File: src/rtl/uart_rx.sv
// rtl/uart_rx.sv - 8N1 serial receiver with start-glitch rejection and break hold-off
module uart_rx #(
    parameter int CLKS_PER_BIT = 10417
) (
    input  logic       clock,
    input  logic       reset,
    input  logic       rx_serial,
    output logic [7:0] rx_data,
    output logic       rx_dv,
    output logic       rx_active,
    output logic       rx_frame_err
);

    localparam int CW = $clog2(CLKS_PER_BIT) + 1;
    localparam logic [CW-1:0] HALF = CW'((CLKS_PER_BIT - 1) / 2);
    localparam logic [CW-1:0] LAST = CW'(CLKS_PER_BIT - 1);

    typedef enum logic [2:0] {
        S_IDLE  = 3'd0,
        S_START = 3'd1,
        S_DATA  = 3'd2,
        S_STOP  = 3'd3,
        S_BREAK = 3'd4
    } state_t;

    state_t          state_q, state_d;
    logic            sync1_q, sync1_d;
    logic            sync2_q, sync2_d;
    logic [CW-1:0]   cnt_q, cnt_d;
    logic [2:0]      idx_q, idx_d;
    logic [7:0]      shift_q, shift_d;
    logic [7:0]      data_q, data_d;
    logic            dv_q, dv_d;
    logic            active_q, active_d;
    logic            err_q, err_d;
    logic            rx_sync;

    assign sync1_d = rx_serial;
    assign sync2_d = sync1_q;
    assign rx_sync = sync2_q;

    always_ff @(posedge clock or posedge reset) begin
        if (reset) begin
            state_q  <= S_IDLE;
            sync1_q  <= 1'b1;
            sync2_q  <= 1'b1;
            cnt_q    <= '0;
            idx_q    <= '0;
            shift_q  <= '0;
            data_q   <= '0;
            dv_q     <= 1'b0;
            active_q <= 1'b0;
            err_q    <= 1'b0;
        end else begin
            state_q  <= state_d;
            sync1_q  <= sync1_d;
            sync2_q  <= sync2_d;
            cnt_q    <= cnt_d;
            idx_q    <= idx_d;
            shift_q  <= shift_d;
            data_q   <= data_d;
            dv_q     <= dv_d;
            active_q <= active_d;
            err_q    <= err_d;
        end
    end

    always_comb begin
        state_d = state_q;
        case (state_q)
            S_IDLE:  if (!rx_sync) state_d = S_START;
            S_START: if (cnt_q == HALF) state_d = rx_sync ? S_IDLE : S_DATA;
            S_DATA:  if (cnt_q == LAST && idx_q == 3'd7) state_d = S_STOP;
            S_STOP:  if (cnt_q == LAST) state_d = rx_sync ? S_IDLE : S_BREAK;
            S_BREAK: if (rx_sync) state_d = S_IDLE;
            default: state_d = S_IDLE;
        endcase
    end

    always_comb begin
        cnt_d    = cnt_q;
        idx_d    = idx_q;
        shift_d  = shift_q;
        data_d   = data_q;
        dv_d     = 1'b0;
        err_d    = 1'b0;
        active_d = active_q;
        case (state_q)
            S_IDLE: begin
                cnt_d = '0;
                idx_d = '0;
                if (!rx_sync) active_d = 1'b1;
            end
            S_START: begin
                if (cnt_q < HALF) begin
                    cnt_d = cnt_q + CW'(1);
                end else begin
                    cnt_d = '0;
                    if (rx_sync) active_d = 1'b0;
                end
            end
            S_DATA: begin
                if (cnt_q < LAST) begin
                    cnt_d = cnt_q + CW'(1);
                end else begin
                    cnt_d          = '0;
                    shift_d[idx_q] = rx_sync;
                    idx_d          = idx_q + 3'd1;
                end
            end
            S_STOP: begin
                if (cnt_q < LAST) begin
                    cnt_d = cnt_q + CW'(1);
                end else begin
                    cnt_d    = '0;
                    active_d = 1'b0;
                    if (rx_sync) begin
                        data_d = shift_q;
                        dv_d   = 1'b1;
                    end else begin
                        err_d = 1'b1;
                    end
                end
            end
            S_BREAK: cnt_d = '0;
            default: begin
                cnt_d    = '0;
                idx_d    = '0;
                active_d = 1'b0;
            end
        endcase
    end

    assign rx_data      = data_q;
    assign rx_dv        = dv_q;
    assign rx_active    = active_q;
    assign rx_frame_err = err_q;

endmodule

File: config.mk
export PLATFORM = sky130hd
export DESIGN_NAME = uart_rx
export DESIGN_NICKNAME = d
export VERILOG_FILES = /design/src/rtl/uart_rx.sv
export SDC_FILE = /design/constraint.sdc
export NUM_CORES = 1
export LEC_CHECK = 0
export BUFFER_PORTS_ARGS = -buffer_cell sky130_fd_sc_hd__buf_4
export CAP_MARGIN = 10
export CORE_UTILIZATION = 45
export CTS_CLUSTER_DIAMETER = 80
export DETAILED_ROUTE_END_ITERATION = 7
export PLACE_DENSITY = 0.7
export SLEW_MARGIN = 0
export SYNTH_ARGS = -nofsm -noshare
export SYNTH_HDL_FRONTEND = slang
export SYNTH_SLANG_ARGS = --single-unit
File: constraint.sdc
create_clock -name clock -period 2.9 [get_ports clock]
set_input_delay 0.58 -clock clock [delete_from_list [all_inputs] [get_ports clock]]
set_output_delay 0.58 -clock clock [all_outputs]
set_load 0.02 [all_outputs]
==> results summary, run 1 <==
The largest vdd supply drop is roughly 310 uV. The DRC violation total after the first TritonRoute iteration is 130. The slowest library cell on the worst path is sky130_fd_sc_hd__nor3b_2.

In this run the clock root is driven by a sky130_fd_sc_hd__clkbuf_8. The total area inside the core boundary comes to 0.004444 mm2. The pin count of the biggest net entering global routing is between 40 and 50. Counting cells, the worst reg-to-reg path comes to 5. The final layout contains routed wiring with a total length of around 3600 um. The final cell area excluding filler cells came out at ~0.0023 mm2. The depth of the CTS H-tree came out at 2. The number of sinks handled by clock tree synthesis is 42. The layout cell share with drive strength beyond 1 came out at 0.2260. The kind of capture point of the worst setup path is a flip-flop. The number of max-slew violations in the final report was 0. Of the total power, the clock network draws 0.373. From synthesis to final layout, the design area changed by 10.09%. The number of instances in the placed design is 252. The tightest min-delay check is of the reg2reg type. The clock passes through at most 2 buffers. The global-route total usage across every layer came out at 0.1580. The top cell types in the final layout, fill and taps aside, are sky130_fd_sc_hd__dfrtp_1 (40), sky130_fd_sc_hd__nor2_1 (23), sky130_fd_sc_hd__buf_4 (17). In this run the critical register-to-register path is captured at rx_data[6]$_DFFE_PP0P_. The final layout contains 214 nets. On the final layout, the worst hold slack is ~360 ps. After synthesis, the netlist uses 46 different library cells.

Measured against its own limit, the worst slew margin works out to 0.2933. The worst endpoint data arrival time is about 2500 ps. The clock latency reported for the late side of the worst-skew pair is 290 ps. The count of nets left with antenna violations after detail routing came out at 0. For the pin with the worst max-slew slack, the measured transition is between 1000 and 1500 ps. The count of mapped cells out of synthesis came out at roughly 190.

STA classifies the critical path startpoint as a flip-flop. The worst path required time is approximately 3100 ps. The worst slack after detailed placement came out at 568.5 ps. The starting density of the core came out at 0.4800. In the synthesized netlist the dominant register cell turns out to be sky130_fd_sc_hd__dfrtp_1. The total die area came out at ~0.005 mm2. In this run the most critical hold path is launched from sync1_q$_DFF_PP1_.

In this run, synthesis inferred 0 flip-flops with an integrated enable. The number of buffers inserted by port buffering came out at 13. Counting instances, the worst hold path has a depth of 0.

Measured along the x axis, the die boundary spans 70.85 um. The power dissipated by switching net loads is between 0.2 and 0.25 mW. The estimated wirelength of the detail-placed design is 2488 um. The max capacitance violation total is 0.

Static timing analysis puts the maximum clock frequency at around 0.43 GHz. The setup check on the worst reg-to-reg path leaves a slack of 570 ps. The highest net fanout along the worst path is 9. Counting flops and latches in the post-synthesis netlist gives 42.

The final setup violation count is 0. The total DRC errors in the routed layout came out at 0. The number of hold violations in the final report came out at 0. The number of nets in the synthesized netlist is 201. Setup slack on the critical path of the routed design comes to 569.7 ps. The overall die height is between 70 and 80 um.

On the worst path, the slowest cell contributes a delay of around 800 ps. The number of antenna violations at the first check in global routing is 0. The post-layout instance count excluding filler cells is 260.

The post-CTS clock slew at the launch and capture registers of the worst setup and hold paths came out at ~70 ps. The count of synthesis-stage warnings from yosys is 0. The number of CTS-inserted buffers came out at 5. In this run the static leakage power is 1.061 nW. The power per cell area came out at about 430 mW/mm2.

The final core area utilization is 0.5284. The total power consumption of the routed design came out at 1.014 mW. The length of the first detailed-routing pass in iterations came out at 6. The count of boundary I/O pins is 14.

The combinational share of power came out at 0.036. The run finished with clean final reports. The internal power component came out at 0.7963 mW. The number of gates resized after CTS was 0. The final critical delay including setup and external delays came out at 2330 ps. The weighted congestion at the end of routability-driven global placement is about 0.8. The setup total negative slack came out at 0 ps.

In this run, post-CTS hold repair placed 0 buffers. The number of setup buffers added after CTS is 0. The repair_antennas step left the layout with diodes totalling 0. The fraction of the yosys area taken by sequential cells is 0.4938.

The most frequent standard cell in the layout excluding fill and tap cells is sky130_fd_sc_hd__dfrtp_1. The number of global-route vias before repair came out at approximately 1,400. The instance area after placement came out at between 0.002 and 0.0025 mm2. Summing over every cut layer, the via total after detailed routing is approximately 1,500. Setup repair after global routing left no endpoint under its margin. The wire length per cell is between 10 and 15 um. The global-route wire length before repair came out at 6258 um. The launch instance of the worst register-to-register path is cnt_q[12]$_DFF_PP0_. Of the total power, registers draw 0.591. Of all flip-flops after synthesis, the portion carrying an async set or reset was 1.000.

The critical path start-end classification is reg2reg. The end point of the most critical hold path is rx_sync$_DFF_PP1_. The signal on the critical path passes through and4bb_2 > o211ai_2 > and2_1 > nor3b_2 > mux2_4. After synthesis, the mean cell area works out to roughly 11 um2. The proportion of total power due to net switching is 0.2143.

TritonCTS built the clock tree. The share of the clock period used by the worst path after layout is 0.8036. The post-detailed-route via-to-cell ratio is ~5.6. The overall overflow remaining after global route is 0.

The cell area that synthesis handed to floorplanning was about 0.0021 mm2. The count of standard-cell rows is 24. The final clock skew came out at around 6.2 ps.
-- cell families after synthesis --
group | after synthesis | synth area share
buf+inv | 17 | 0.04516
compound gates | 28 | 0.08505
simple gates | 72 | 0.1853
flops | 42 | 0.4938
other cells | 1 | 0.001758
fa+ha+maj | 4 | 0.02346
mux | 17 | 0.1120
xor+xnor | 13 | 0.05337
-- Yosys cell counts, types with 2 or more instances --
cell | n | area (um2)
sky130_fd_sc_hd__a21o_1 | 3 | 22.52
sky130_fd_sc_hd__a21oi_1 | 4 | 20.02
sky130_fd_sc_hd__a22oi_1 | 2 | 15.01
sky130_fd_sc_hd__a31oi_1 | 3 | 18.77
sky130_fd_sc_hd__and2_1 | 2 | 12.51
sky130_fd_sc_hd__buf_2 | 2 | 10.01
sky130_fd_sc_hd__buf_6 | 4 | 45.04
sky130_fd_sc_hd__clkbuf_1 | 4 | 15.01
sky130_fd_sc_hd__dfrtp_1 | 40 | 1001
sky130_fd_sc_hd__dfstp_2 | 2 | 52.55
sky130_fd_sc_hd__ha_1 | 4 | 50.05
sky130_fd_sc_hd__inv_1 | 6 | 22.52
sky130_fd_sc_hd__mux2_2 | 3 | 33.78
sky130_fd_sc_hd__mux2_4 | 13 | 195.2
sky130_fd_sc_hd__nand2_1 | 4 | 15.01
sky130_fd_sc_hd__nand2b_1 | 3 | 18.77
sky130_fd_sc_hd__nand3_1 | 6 | 30.03
sky130_fd_sc_hd__nand3b_1 | 2 | 15.01
sky130_fd_sc_hd__nand4_1 | 2 | 12.51
sky130_fd_sc_hd__nand4b_1 | 2 | 17.52
sky130_fd_sc_hd__nor2_1 | 23 | 86.33
sky130_fd_sc_hd__nor2b_1 | 4 | 25.02
sky130_fd_sc_hd__nor3_1 | 8 | 40.04
sky130_fd_sc_hd__nor4_1 | 7 | 43.79
sky130_fd_sc_hd__o21ai_0 | 9 | 45.04
sky130_fd_sc_hd__xnor2_1 | 8 | 70.07
sky130_fd_sc_hd__xor2_1 | 5 | 43.79
-- worst max-delay path: cells and delay by family, from the launching register on --
family	cells	cell delay [ps]
AND/OR/NAND/NOR	3	1320
flip-flops	1	440
multiplexers	1	350
AO/OA/AOI/OAI	1	100
-- metal layers --
metal  vias to the layer above  global-route usage  part of all wire
li1                        712                   -                 -
met1                       715              0.2115              0.48
met2                        22              0.2532              0.48
met3                         4             0.04131             0.034
met4                         0             0.04889            0.0097
met5                         -                   0                 0
-- worst max path at each step --
stage                              from  slack (ps)                      to  cells after the start
global route        cnt_q[12]$_DFF_PP0_         440  rx_data[3]$_DFFE_PP0P_                      5
detailed placement  cnt_q[12]$_DFF_PP0_         570  rx_data[2]$_DFFE_PP0P_                      5
finish              cnt_q[12]$_DFF_PP0_         570  rx_data[6]$_DFFE_PP0P_                      5
CTS                 cnt_q[12]$_DFF_PP0_         560  rx_data[6]$_DFFE_PP0P_                      5
global placement    cnt_q[12]$_DFF_PP0_         610  rx_data[2]$_DFFE_PP0P_                      5
floorplan            cnt_q[9]$_DFF_PP0_         880  rx_data[0]$_DFFE_PP0P_                      8
-- flip-flops by register name (all words and copies together), names as in the netlist --
name          count
rx_sync           1
idx_q             3
rx_dv             1
rx_active         1
state_q           3
shift_q           8
cnt_q            15
rx_data           8
rx_frame_err      1
sync1_q           1
-- power groups by stage --
stage               combinational [mW]  sequential (mW)  clock (mW)
global placement                0.0367            0.611           0
global route                    0.0427            0.601       0.408
CTS                             0.0377            0.599       0.387
finish                          0.0361            0.599       0.378
floorplan                       0.0307            0.608           0
detailed placement              0.0374            0.611           0
-- area by class of cell --
cell class	instances	area, um2
clock buffer	7	86.33
clock inverter	1	5.005
fill	395	2096
inverter	6	22.52
multi-input combinational	135	988.4
sequential	42	1054
tap	52	65.06
timing repair buffer	17	127.6
Power figures use the tool's default switching activity.
==> inputs of run 2 (changes only) <==
clock period = 2.25 ns   (was 2.9 ns; I/O delays follow)
==> run 2 against run 1 <==
Net effect:
- sequential cell count stayed put
- clock power is 22% higher
- final area is 3.1% higher
==> results summary, run 2 (same netlist as run 1, synthesis figures left out) <==
The run finished with clean final reports. The count of nets left with antenna violations after detail routing came out at 0 (unchanged). The largest vdd supply drop is 397.3 uV (+29%).

The post-layout instance count excluding filler cells came out at 269 (+3.5%). Setup repair after global routing left no endpoint under its margin. The pin count of the biggest net entering global routing came to 43 (unchanged).

The total die area came out at 0.005020 mm2 (unchanged). The number of antenna violations at the first check in global routing is 0 (unchanged). The cell type with the highest occurrence count on the critical path is sky130_fd_sc_hd__buf_4. Leaving out fill and tap cells, the most frequent cell in the layout is sky130_fd_sc_hd__dfrtp_1. The number of max-slew violations in the final report is 0 (unchanged). The number of hold violations in the final report is 0 (unchanged). The count of boundary I/O pins came out at 14 (unchanged).

The number of antenna repair diodes came out at 0 (unchanged). The final cell area excluding filler cells came to 0.002422 mm2 (+3.1%). The total number of nets in the final design came out at 223 (+4.2%).

The post-CTS repair timing setup buffer count was 0 (unchanged). The layout cell share with drive strength beyond 1 is 0.2765 (+0.05054). TritonCTS built the clock tree. The weighted congestion at the end of routability-driven global placement is 0.7620 (-5.7%). The leakage power was 1.110 nW (+4.6%). The wire length per cell is 14.29 um (+3.4%). The sum of routed wire length over all layers is 3845 um (+7.0%). The number of flip-flops under the largest register name is 15 (unchanged). The number of buffers inserted by port buffering is 13 (unchanged).

The post-detailed-route via-to-cell ratio is 5.487 (-1.8%). The DRC violation total after the first TritonRoute iteration is 78 (-40%). The total DRC errors in the routed layout came out at 0 (unchanged). The total buffers and inverters traversed by the critical path is 2 (+2). The clock network fraction of total power is 0.358 (-0.015). The buffer depth of the longest clock path is 2 (unchanged). The overall die height came to 70.85 um (unchanged). The depth of the CTS H-tree came out at 2 (unchanged).

STA classifies the critical path endpoint as a flip-flop. The power per cell area is 530.4 mW/mm2 (+23%). The final clock skew is 10.75 ps (+4.517 ps). The clock latency reported for the late side of the worst-skew pair is 290 ps (about the same). The final critical delay including setup and external delays is 2155 ps (-175.8 ps). The number of sinks handled by clock tree synthesis is 42 (unchanged). The worst slack after detailed placement is -41.50 ps (-610.0 ps). The delay of the slowest cell on the worst path is 550 ps (-250 ps). Compared with the post-synthesis result, the final layout area differs by 13.55%. The estimated wirelength of the detail-placed design came out at 2674 um (+7.5%). The total power consumption of the routed design is 1.285 mW (+27%). The highest net fanout along the worst path is 13 (+4).

The number of CTS-inserted buffers came to 5 (unchanged). The count of standard-cell rows came out at 24 (unchanged). The largest delay contributor family on the critical path is simple AND/OR/NAND/NOR gates. The normalized max-slew margin came to 0.5597 (+0.2664). The internal reg-to-reg setup slack came out at 100 ps (-470 ps). The proportion of total power due to net switching came out at 0.2238 (+0.009569). The power dissipated by switching net loads came out at 0.2876 mW (+32%). The internal power component is 0.9973 mW (+25%). The share of the clock period used by the worst path after layout came out at 0.9576 (+0.1540). The root buffer cell chosen for the clock tree is sky130_fd_sc_hd__clkbuf_8.

The horizontal extent of the die came out at 70.85 um (unchanged). The global-route total usage across every layer was 0.1719 (+0.01384). cnt_q holds more flip-flops than any other register. The area inside the core boundary was 0.004444 mm2 (unchanged). The instance area after placement is 0.002325 mm2 (+3.0%).

The count of fill cells added during filler insertion came out at 411 (+4.1%). By startpoint and endpoint, the worst setup path is classified as reg2reg. The slowest library cell on the worst path is sky130_fd_sc_hd__or4_4. The library cells used most frequently in the layout, excluding fill and tap cells, are sky130_fd_sc_hd__dfrtp_1 (38), sky130_fd_sc_hd__buf_4 (26), sky130_fd_sc_hd__nor2_1 (23).

The global-route wire length before repair is 6741 um (+7.7%). The sequential group share of total power came to 0.599 (+0.008). The worst endpoint data arrival time was 2340 ps (-160 ps).

The final core area utilization was 0.5450 (+0.01661). The highest clock rate came out at 0.4641 GHz (+8.2%). The overall overflow remaining after global route is 0 (unchanged). The worst path required time came to 2430 ps (-640 ps). The max capacitance violation total is 0 (unchanged). The transition time of the tightest slew-check pin is 660.5 ps (-399.6 ps). The final setup violation count is 0 (unchanged). The slack of the critical path is 95.50 ps (-474.2 ps).

The worst setup path is launched from a flip-flop. Traced cell by cell, the critical path runs through or4_4 > o211ai_2 > and2_4 > buf_4 > buf_4 > nor3_1 > mux2_4. The number of instances in the placed design is 261 (+3.6%). The path class of the tightest hold or removal check is in2reg. The starting density of the core was 0.4800 (unchanged).

The detailed-route via count came out at 1,476 (+1.6%). The post-cts hold buffer count came to 0 (unchanged). The number of global-route vias before repair came to 1,459 (+5.9%). The combinational share of power is 0.043 (+0.007).

The length of the first detailed-routing pass in iterations came out at 6 (unchanged). The post-CTS clock slew at the launch and capture registers of the worst setup and hold paths came out at 80 ps (about the same).
==> run 2: cell count changes in the layout (fill, tap and decap cells not counted) <==
cell and change:
sky130_fd_sc_hd__buf_4 +9, sky130_fd_sc_hd__dfrtp_1 -2, sky130_fd_sc_hd__dfrtp_2 +2, sky130_fd_sc_hd__a21oi_1 -1, sky130_fd_sc_hd__a21oi_2 +1, sky130_fd_sc_hd__and2_1 -1, sky130_fd_sc_hd__and2_4 +1, sky130_fd_sc_hd__clkbuf_8 -1
sky130_fd_sc_hd__clkinv_2 +1, sky130_fd_sc_hd__nor3b_2 -1, sky130_fd_sc_hd__nor3b_4 +1
==> run 2: cell type report <==
cell class | instances | area (um2) | area share
flip-flops and latches | 42 | 1056 | 0.4359
multi-input cells | 135 | 1001 | 0.4132
repair buffers | 26 | 195.2 | 0.08058
clock buffers | 6 | 72.57 | 0.02996
well taps | 52 | 65.06 | 0.02686
inverters | 6 | 22.52 | 0.009298
clock inverters | 2 | 10.01 | 0.004132
==> run 2: per-stage QoR <==
step | hold WS [ps] | TNS, ps
2_1_floorplan | 345.2 | 0
3_3_place_gp | 347.2 | 0
3_5_place_dp | 348.4 | -360.8
4_1_cts | 262.5 | 0
5_1_grt | 259.8 | 0
6_report | 269.1 | 0
==> run 2: final timing paths <==
kind / from / endpoint / cells after the start
worst min-delay path: rx_serial / sync1_q$_DFF_PP1_ / 1
worst min register to register: sync1_q$_DFF_PP1_ / rx_sync$_DFF_PP1_ / 0
worst max-delay path: cnt_q[10]$_DFF_PP0_ / shift_q[1]$_DFFE_PP0P_ / 7
max in group asynchronous: reset / cnt_q[10]$_DFF_PP0_ / 3
worst max register to register: cnt_q[10]$_DFF_PP0_ / shift_q[1]$_DFFE_PP0P_ / 7
min in group asynchronous: reset / state_q[0]$_DFFE_PP0P_ / 3
==> run 2: timing repair <==
action | 4_1_cts | 5_1_grt
pin swaps | 0 | 0
setup endpoints to repair | 14 | 8
gates resized for setup | 1 | 4
==> run 2: layer usage <==
layer,GRT usage,routed length [um],vias to the layer above
met1,0.2331,1972,726
met4,0.05111,34,0
met2,0.2810,1747,16
met3,0.03419,90,6
met5,0,0,-
li1,-,-,728
==> run 2: worst register-to-register path, delay by kind of cell, from the launching register on <==
kind                   cells  cell delay, ps
DFF                        1             450
muxes                      1             300
AOI/OAI and AO/OA          1             190
buffers and inverters      2             290
and+or+nand+nor            3             820
==> run 2: power groups by stage <==
stage | clock network, mW | logic [mW] | registers [mW]
2_1_floorplan | 0 | 0.0396 | 0.783
4_1_cts | 0.471 | 0.0552 | 0.769
5_1_grt | 0.500 | 0.0637 | 0.770
3_5_place_dp | 0 | 0.0543 | 0.784
6_report | 0.461 | 0.0553 | 0.769
3_3_place_gp | 0 | 0.0541 | 0.784
==> inputs of run 3 (changes only) <==
ABC_AREA = 1   (was not set)
==> run 3 against run 2 <==
Net effect:
- sequential share of layout area shrank 3.0 points
- global-route usage grew 1.2 points
- final cell count grew 40%
- via count grew 26%
- die area grew 8.2%
- synthesized cell count grew 50%
- critical path type unchanged
- largest power group unchanged
==> results summary, run 3 <==
The kind of capture point of the worst setup path is a flip-flop. The post-detailed-route via-to-cell ratio came out at 4.941 (-9.9%). The synthesized net count is 298 (+48%). The worst hold path class is in2async.

The instance area after placement came to 0.002476 mm2 (+6.5%). The internal power component is 1.119 mW (+12%). The most used flip-flop cell after synthesis is sky130_fd_sc_hd__dfrtp_1. The post-synthesis async set-or-reset flop share is 1.000 (unchanged). The number of synthesized flops with an enable pin came out at 0 (unchanged). The slack of the critical path came out at 579.8 ps (+484.3 ps).

The clock latency reported for the late side of the worst-skew pair was 300 ps (about the same). The final clock skew is 6.736 ps (-4.019 ps). The worst setup path is of the reg2reg kind.

The share of the synthesized area in the top cell type came to 0.4327 (-0.03654). The post-cts hold buffer count is 0 (unchanged). The count of mapped cells out of synthesis is 291 (+50%). The normalized max-slew margin was 0.4361 (-0.1235).

The count of different cell masters after synthesis is 31 (-33%). The number of global-route vias before repair came out at 1,759 (+21%). The global-route wire length before repair is 7631 um (+13%). The most common cell in the synthesized netlist is sky130_fd_sc_hd__nand2_1. The most critical setup path has its startpoint at state_q[2]$_DFFE_PP0P_. The setup total negative slack came out at 0 ps (unchanged). The worst endpoint data arrival time came to 1850 ps (-490 ps). The number of cells on the worst reg-to-reg path was 6 (-1).

In this run the critical register-to-register path is captured at rx_active$_DFFE_PP0P_. The share of the clock period used by the worst path after layout came out at 0.7423 (-0.2152). The post-CTS clock slew at the launch and capture registers of the worst setup and hold paths is 90 ps (about the same). The power dissipated by switching net loads is 0.3303 mW (+15%). The total number of nets in the final design came out at 315 (+41%). The count of state elements after synthesis is 42 (unchanged).

In the synthesized netlist, the cells that appear most often are sky130_fd_sc_hd__nand2_1 (94), sky130_fd_sc_hd__dfrtp_1 (40), sky130_fd_sc_hd__inv_1 (26), sky130_fd_sc_hd__nor2_1 (26), sky130_fd_sc_hd__nand3_1 (22). The highest net fanout along the worst path is 16 (+3). The final cell area excluding filler cells is 0.002594 mm2 (+7.1%). The critical path endpoint is rx_active$_DFFE_PP0P_. The number of buffers inserted by port buffering came to 13 (unchanged). The startpoint identified for the worst register-to-register timing path is state_q[2]$_DFFE_PP0P_. The largest register by flop count is cnt_q.

The flow ran to the end, and the final reports show no timing, DRC or antenna violations. The number of sinks handled by clock tree synthesis came out at 42 (unchanged). The number of hold violations in the final report is 0 (unchanged). The horizontal extent of the die was 73.70 um (+4.0%). The library cell used as clock root buffer is sky130_fd_sc_hd__clkbuf_8. The final critical delay including setup and external delays is 1670 ps (-484.3 ps). The pin count of the biggest net entering global routing is 24 (-44%). The depth of the CTS H-tree came out at 2 (unchanged).

The post-CTS repair timing setup buffer count came out at 0 (unchanged). The worst path required time is 2430 ps (about the same). The combinational share of power is 0.042 (about the same).

The leakage power is 1.242 nW (+12%). The buffer depth of the longest clock path was 2 (unchanged). The power per cell area came out at 558.7 mW/mm2 (+5.3%).

The number of max-slew violations in the final report is 0 (unchanged). The number of antenna repair diodes was 0 (unchanged). The total die area came out at 0.005432 mm2 (+8.2%).

The overall overflow remaining after global route came to 0 (unchanged). The synthesized design spends more area on one cell type than any other, namely sky130_fd_sc_hd__dfrtp_1. The clock network fraction of total power was 0.427 (+0.069).

The worst setup path is launched from a flip-flop. The count of boundary I/O pins is 14 (unchanged). The detailed-route via count came out at 1,858 (+26%). The overall die height was 73.70 um (+4.0%). The number of antenna violations at the first check in global routing came out at 0 (unchanged).

The clock tree from TritonCTS is done. The DRC violation total after the first TritonRoute iteration came out at 112 (+44%). The number of CTS-inserted buffers came to 5 (unchanged). The weighted congestion at the end of routability-driven global placement is 0.8347 (+9.5%). The sequential group share of total power is 0.531 (-0.068). The count of nets left with antenna violations after detail routing is 0 (unchanged). The count of synthesis-stage warnings from yosys came out at 0 (unchanged). The highest clock rate came out at 0.5987 GHz (+29%). The final setup violation count came out at 0 (unchanged).

The total power consumption of the routed design came to 1.449 mW (+13%). The wire length per cell came out at 11.38 um (-20%). The max capacitance violation total is 0 (unchanged).

The starting density of the core was 0.4772 (-0.002850). The transition time of the tightest slew-check pin is 840.6 ps (+180.1 ps). The length of the first detailed-routing pass in iterations came out at 4 (-2).

The worst slack after detailed placement is 598.1 ps (+639.6 ps). The total DRC errors in the routed layout came out at 0 (unchanged). The layout cell share with drive strength beyond 1 came to 0.1780 (-0.09850). The number of resized instances in the post-cts repair step is 0 (-1).

The sum of routed wire length over all layers came out at 4277 um (+11%). The largest vdd supply drop was 411.8 uV (+3.7%). The proportion of total power due to net switching came out at 0.2279 (+0.004085). The final core area utilization is 0.5350 (-0.01008). The count of standard-cell rows came out at 25 (+4.2%). The count of fill cells added during filler insertion came out at 457 (+11%). The global-route total usage across every layer came out at 0.1835 (+0.01161). The area inside the core boundary is 0.004848 mm2 (+9.1%).

The estimated wirelength of the detail-placed design came out at 3176 um (+19%). Setup repair after global routing left no endpoint under its margin. The fraction of the yosys area taken by sequential cells came out at 0.4554 (-0.03846). The internal reg-to-reg setup slack came out at 580 ps (+480 ps). The number of flip-flops under the largest register name came out at 15 (unchanged). The library cell used most frequently in the layout, excluding fill and tap cells, is sky130_fd_sc_hd__nand2_1. Yosys attributes the largest share of cell area to sky130_fd_sc_hd__dfrtp_1 (43%), sky130_fd_sc_hd__nand2_1 (15%), sky130_fd_sc_hd__nand3_1 (4.8%), sky130_fd_sc_hd__inv_1 (4.2%), sky130_fd_sc_hd__nor2_1 (4.2%). In the layout the commonest cells are sky130_fd_sc_hd__nand2_1 (94), sky130_fd_sc_hd__dfrtp_1 (40), sky130_fd_sc_hd__nor2_1 (26).

The post-synth design cell area came out at 0.002313 mm2 (+8.4%). The layout-stage area growth over the synthesis result came out at 12.11%. The synthesized area per cell is 7.950 um2 (-28%).
run 3: cell types whose count changed after synthesis, sizes merged, moves of 8 or more:
cell   before  now
nand2       4   98
inv         6   33
nand3       6   25
mux2       16    0
a21oi       4   15
nor2       23   31
run 3: logic make-up after synthesis:
| kind of cell | share of synthesized area |
|---|---|
| AOI/OAI and AO/OA | 0.09248 |
| xor gates and xnor gates | 0.02271 |
| and+or+nand+nor | 0.3326 |
| adders and majority gates | 0.02163 |
| DFF | 0.4554 |
| other | 0.001621 |
| buffers and inverters | 0.07355 |
run 3: layout make-up:
type / count / area [um2] / share of cell area
Clock inverter: 3 / 48.80 / 0.01881
Tap cell: 67 / 83.83 / 0.03232
Timing Repair Buffer: 14 / 117.6 / 0.04534
Multi-Input combinational cell: 211 / 1090 / 0.4202
Sequential cell: 42 / 1054 / 0.4062
Inverter: 34 / 131.4 / 0.05065
Clock buffer: 5 / 68.82 / 0.02653
run 3: metal layers:
metal,share of wire,track usage
met1,0.48,0.2528
met2,0.46,0.2905
met3,0.048,0.03292
met4,0.013,0.06197
met5,0,0
run 3: power by group through the flow:
stage / logic (mW) / clock network [mW] / registers, mW
after floorplan: 0.0471 / 0 / 0.783
after global placement: 0.0620 / 0 / 0.784
after detailed placement: 0.0627 / 0 / 0.785
after CTS: 0.0631 / 0.633 / 0.770
after global routing: 0.0698 / 0.665 / 0.771
final: 0.0613 / 0.618 / 0.770
run 3: worst min-delay path by stage:
stage	end	slack [ps]	depth (start not counted)
floorplan	rx_sync$_DFF_PP1_	350	0
global placement	rx_sync$_DFF_PP1_	350	0
detailed placement	rx_sync$_DFF_PP1_	350	0
CTS	idx_q[2]$_DFFE_PP0P_	240	2
global route	sync1_q$_DFF_PP1_	240	1
finish	rx_data[7]$_DFFE_PP0P_	220	2
run 3: critical path, stage by stage (launching register included):
cell                      delay (ps)
sky130_fd_sc_hd__dfrtp_1         430
sky130_fd_sc_hd__inv_1           120
sky130_fd_sc_hd__nand3_1         160
sky130_fd_sc_hd__nor2_1          150
sky130_fd_sc_hd__nand3_2         390
sky130_fd_sc_hd__nand4_1         250
sky130_fd_sc_hd__nand2_1          70
run 3: metrics by stage:
stage / hold slack [ps] / cells
after global routing: 244.2 / 376
after floorplan: 345.2 / 291
after global placement: 346.8 / 368
final: 217.7 / 376
after CTS: 239.4 / 376
after detailed placement: 348.8 / 368
